`config.mk`:
```
export PLATFORM = sky130hd
export DESIGN_NAME = usb_rx_bit_timer
export DESIGN_NICKNAME = d
export VERILOG_FILES = /design/src/rtl/usb_rx_pkg.sv /design/src/rtl/usb_sync.sv /design/src/rtl/usb_rx_bit_timer.sv
export SDC_FILE = /design/constraint.sdc
export NUM_CORES = 1
export LEC_CHECK = 0
export ABC_AREA = 1
export CAP_MARGIN = 20
export CORE_AREA = 2 2 39 41
export CTS_BUF_LIST = sky130_fd_sc_hd__clkbuf_4 sky130_fd_sc_hd__clkbuf_8
export DETAILED_ROUTE_END_ITERATION = 10
export DIE_AREA = 0 0 41 43
export GPL_TIMING_DRIVEN = 0
export MAX_ROUTING_LAYER = met4
export PLACE_DENSITY = 0.65
export SLEW_MARGIN = 40
export SYNTH_ARGS = -nofsm -noshare
export SYNTH_HDL_FRONTEND = slang
export SYNTH_HIERARCHICAL = 1
export SYNTH_SLANG_ARGS = --single-unit
```
`constraint.sdc`:
```
create_clock -name clk -period 1.9 [get_ports clk]
set_input_delay 0.38 -clock clk [delete_from_list [all_inputs] [get_ports clk]]
set_output_delay 0.38 -clock clk [all_outputs]
set_load 0.1 [all_outputs]
```
`src/rtl/usb_rx_pkg.sv`:
```
// Shared constants and state encoding for the USB receive front end.
// Bit timing assumes an 8x oversampling clock.
package usb_rx_pkg;

   localparam int CLKS_PER_BIT = 8;
   localparam int CNT_W = $clog2(CLKS_PER_BIT);
   localparam logic [CNT_W-1:0] SAMPLE_POINT = CNT_W'(3);

   typedef enum logic [1:0] {
      ST_IDLE,
      ST_RECEIVE,
      ST_EOP_WAIT
   } rx_state_e;

endpackage

```
`src/rtl/usb_sync.sv`:
```
// Two-flop synchronizer for one asynchronous line.
// RST_VAL sets the idle level both flops take on reset.
module usb_sync #(
   parameter logic RST_VAL = 1'b0
) (
   input  logic clk,
   input  logic rst,
   input  logic d,
   output logic q
);

   logic meta;

   always_ff @(posedge clk) begin
      if (rst) begin
         meta <= RST_VAL;
         q    <= RST_VAL;
      end else begin
         meta <= d;
         q    <= meta;
      end
   end

endmodule

```
`src/rtl/usb_rx_bit_timer.sv`:
```
// USB full-speed receive bit timer: recovers bit timing from D+ edges,
// NRZI-decodes each sampled bit and flags end-of-packet.
module usb_rx_bit_timer
   import usb_rx_pkg::*;
(
   input  logic clk,
   input  logic rst,
   input  logic d_plus,
   input  logic d_minus,
   output logic shift_en,
   output logic d_orig,
   output logic eop,
   output logic rcving
);

   logic             dp_s;
   logic             dm_s;
   logic             dp_d;
   logic [CNT_W-1:0] count;
   rx_state_e        state;
   rx_state_e        state_nx;
   logic             prev_bit;
   logic             prev_nx;
   logic             d_hold;
   logic             edge_det;
   logic             sample;
   logic             se0;

   usb_sync #(.RST_VAL(1'b1)) u_sync_dp (
      .clk (clk),
      .rst (rst),
      .d   (d_plus),
      .q   (dp_s)
   );

   usb_sync #(.RST_VAL(1'b0)) u_sync_dm (
      .clk (clk),
      .rst (rst),
      .d   (d_minus),
      .q   (dm_s)
   );

   // An edge re-centres the bit window, so it also suppresses a sample.
   assign edge_det = dp_s ^ dp_d;
   assign sample   = ~edge_det & (count == SAMPLE_POINT);
   assign se0      = ~dp_s & ~dm_s;

   always_ff @(posedge clk) begin
      if (rst) begin
         state    <= ST_IDLE;
         count    <= '0;
         prev_bit <= 1'b1;
         dp_d     <= 1'b1;
         d_hold   <= 1'b1;
      end else begin
         state    <= state_nx;
         count    <= edge_det ? '0 : count + 1'b1;
         prev_bit <= prev_nx;
         dp_d     <= dp_s;
         d_hold   <= d_orig;
      end
   end

   always_comb begin
      state_nx = state;
      prev_nx  = prev_bit;
      shift_en = 1'b0;
      eop      = 1'b0;
      rcving   = 1'b0;
      d_orig   = d_hold;
      unique case (state)
         ST_IDLE: begin
            if (edge_det & ~dp_s & dm_s)
               state_nx = ST_RECEIVE;
         end
         ST_RECEIVE: begin
            rcving = 1'b1;
            if (sample) begin
               if (se0) begin
                  eop      = 1'b1;
                  state_nx = ST_EOP_WAIT;
               end else begin
                  shift_en = 1'b1;
                  d_orig   = ~(dp_s ^ prev_bit);
                  prev_nx  = dp_s;
               end
            end
         end
         ST_EOP_WAIT: begin
            rcving = 1'b1;
            if (sample & ~se0) begin
               state_nx = ST_IDLE;
               prev_nx  = 1'b1;
            end
         end
         default: state_nx = ST_IDLE;
      endcase
   end

endmodule

```
==> results.yml <==
setup_path:
  cp_data_required_time_ns: 1.52
  worstSetupPathType: "reg -> out"
  cp.arrival_ns: 1.65
  critPathLaunchType: "flip-flop"
  cp_max_fo: 3
  crit_path_end_kind: "output pin"
  ff2ff_path_depth: 9
die:
  die_y_um: 43
  start_util: 0.413
  row_count: 14
  dieArea_um2: 1760
  die_w_um: 41
  pin_count: 8
  core_um2: 1380
final_layout:
  final_nets: 94
  finish.utilization: 0.565
  fill_cells: 135
  final_cell_area_um2: 782
  drive_above_1_share: 0.386
  areaGrowthSynthToFinish_pct: 36.8
  antenna_cells_inserted: 0
cts:
  cts_buffers: 3
  cts.sinks: 12
  clk_latency_ns: 0.26
  clk_path_buf_depth: 2
  clk_pin_slew_worst_paths_ns: 0.07
  ctsHtreeMaxLevel: 1
  cts_tree: "built"
  clockRootBuffer: "clkbuf_4"
sta:
  fin_skew_ns: 0.00359
  setup_slack_ns: -0.131
  drv_slew: 0
  slew-limit-headroom: 0.680
  fmax_mhz: 492
  setup_violations: 2
  worst_pin_slew_ns: 0.483
  rsz0062_at_grt: "yes"
  fin_crit_ns: 2.03
  hold_viol_final: 0
  min_period_over_period: 1.07
  setup_tns_ns: -0.226
placed_design:
  dpl.hpwl_um: 637
  place_area_um2: 673
  port_buffers: 7
  gp_congestion: 0.666
outcome:
  violations: "setup timing"
  status: "finished, violations left"
detailed_routing:
  vias_per_cell: 4.38
  antenna_left: 0
  dr.pass1.iters: 2
  finalWirelength_um: 874
  vias: 434
  wl_per_cell_um: 8.83
  drtIter0Drc: 3
  drc: 0
run:
  drv_cap: 0
global_route:
  overflow: 0
  antenna_found_initial: 0
  grt_pass1_vias: 423
  grt_max_degree: 8
  track_usage: 0.144
  grt_pass1_wl_um: 1610
power_and_ir_drop:
  power_leakage_uw: 0.000354
  vdd_drop_max_mv: 0.946
  p_per_area_nw_per_um2: 1120
synth:
  syn_inst: 68
  syn_avg_cell_area_um2: 8.41
  ys_types: 17
  synth_fp_nets: 78
  ys_ff_latch: 12
  ys_seq_area_frac: 0.420
  netlist_area_um2: 572
  yosysWarnings: 6
min_path:
  hold_depth: 2
  hold_class: "reg -> reg"
[cells by family (layout without fill, tap and decap cells)]
group / after synthesis / count (layout) / share of synthesized area
and+or+nand+nor: 29 / 29 / 0.260
buffers and inverters: 15 / 30 / 0.125
DFF: 12 / 12 / 0.420
adders and majority gates: 6 / 6 / 0.131
AOI/OAI and AO/OA: 5 / 5 / 0.0481
xor gates and xnor gates: 1 / 1 / 0.0153
[cell usage in the layout, fill, tap and decap left out]
master / synthesis / routed
buf_4: 0 / 4
a21oi_1: 2 / 2
nand3_1: 1 / 1
clkinv_2: 1 / 1
buf_12: 0 / 1
nor2_4: 1 / 1
bufinv_8: 1 / 1
ha_4: 0 / 3
nand2_2: 1 / 2
nand2_1: 13 / 12
ha_1: 6 / 3
buf_2: 0 / 2
dfxtp_2: 0 / 2
nand2_4: 3 / 3
nor2_2: 0 / 1
dfxtp_1: 12 / 9
clkdlybuf4s50_1: 0 / 3
inv_4: 0 / 1
o21ai_2: 0 / 1
o211ai_1: 1 / 1
inv_2: 2 / 1
nor2_1: 9 / 8
xor2_1: 1 / 1
inv_1: 11 / 10
clkbuf_4: 0 / 4
clkinvlp_4: 0 / 1
buf_6: 0 / 1
nand3_2: 1 / 1
o21ai_1: 2 / 1
dfxtp_4: 0 / 1
[worst max-delay path: stages, from the launching register on]
cell,delay [ns]
dfxtp_4,0.36
inv_4,0.04
ha_4,0.23
nand2_2,0.07
clkinv_2,0.07
nand2_4,0.08
nor2_4,0.04
o21ai_2,0.20
clkinvlp_4,0.13
buf_12,0.17
[metal layers]
layer	track usage	wire length [um]	vias up
met2	0.197	398	7
met5	-	0	-
met1	0.171	422	194
met3	0.0471	35	2
met4	0.100	17	0
li1	-	-	231
[synth_stat cells, drive strengths merged]
cell type / count / share of area
xor2: 1 / 0.015
dfxtp: 12 / 0.42
clkinv: 1 / 0.0087
a21oi: 2 / 0.018
ha: 6 / 0.13
o211ai: 1 / 0.013
bufinv: 1 / 0.031
nand2: 17 / 0.16
nor2: 10 / 0.079
nand3: 2 / 0.026
inv: 13 / 0.085
o21ai: 2 / 0.018
[sequential cells by signal, summed over array words and instances, names as in the netlist]
name / flops
d_hold: 1
u_sync_dm/q: 1
dp_d: 1
u_sync_dp/meta: 1
prev_bit: 1
u_sync_dp/q: 1
state: 2
u_sync_dm/meta: 1
count: 3
[final timing paths]
kind	end	slack [ns]	startpoint
max reg2reg	d_hold	0.54	u_sync_dp/q
min	u_sync_dp/q	0.40	u_sync_dp/meta
max	d_orig	-0.13	u_sync_dp/q
min reg2reg	u_sync_dp/q	0.40	u_sync_dp/meta
[cell type report]
| cell class | instances | area [um2] | share of cell area |
|---|---|---|---|
| Multi-Input combinational cell | 41 | 307 | 0.392 |
| Sequential cell | 12 | 246 | 0.315 |
| Timing Repair Buffer | 11 | 101 | 0.130 |
| Inverter | 15 | 77.6 | 0.0992 |
| Clock buffer | 4 | 30.0 | 0.0384 |
| Tap cell | 16 | 20.0 | 0.0256 |
[power breakdown]
group	switching (uW)	internal [uW]
combinational	276	136
sequential	16.2	281
clock	74.7	95.3
[repair_timing]
action | CTS | global route
setup buffers | 4 | 0
hold endpoints to repair | 0 | 0
setup endpoints to repair | 3 | 3
resized for setup | 11 | 1
hold buffers | 0 | 0
pin swaps | 6 | 0
[through the flow]
step	power (uW)	std cells	setup slack [ns]	hold slack (ns)
after detailed placement	701	91	-0.0578	0.391
after CTS	891	99	-0.147	0.410
after global routing	935	99	-0.226	0.423
after global placement	718	91	-0.763	0.387
after floorplan	658	68	-0.514	0.379
final	879	99	-0.131	0.403
(Power assumes the default switching activity.)
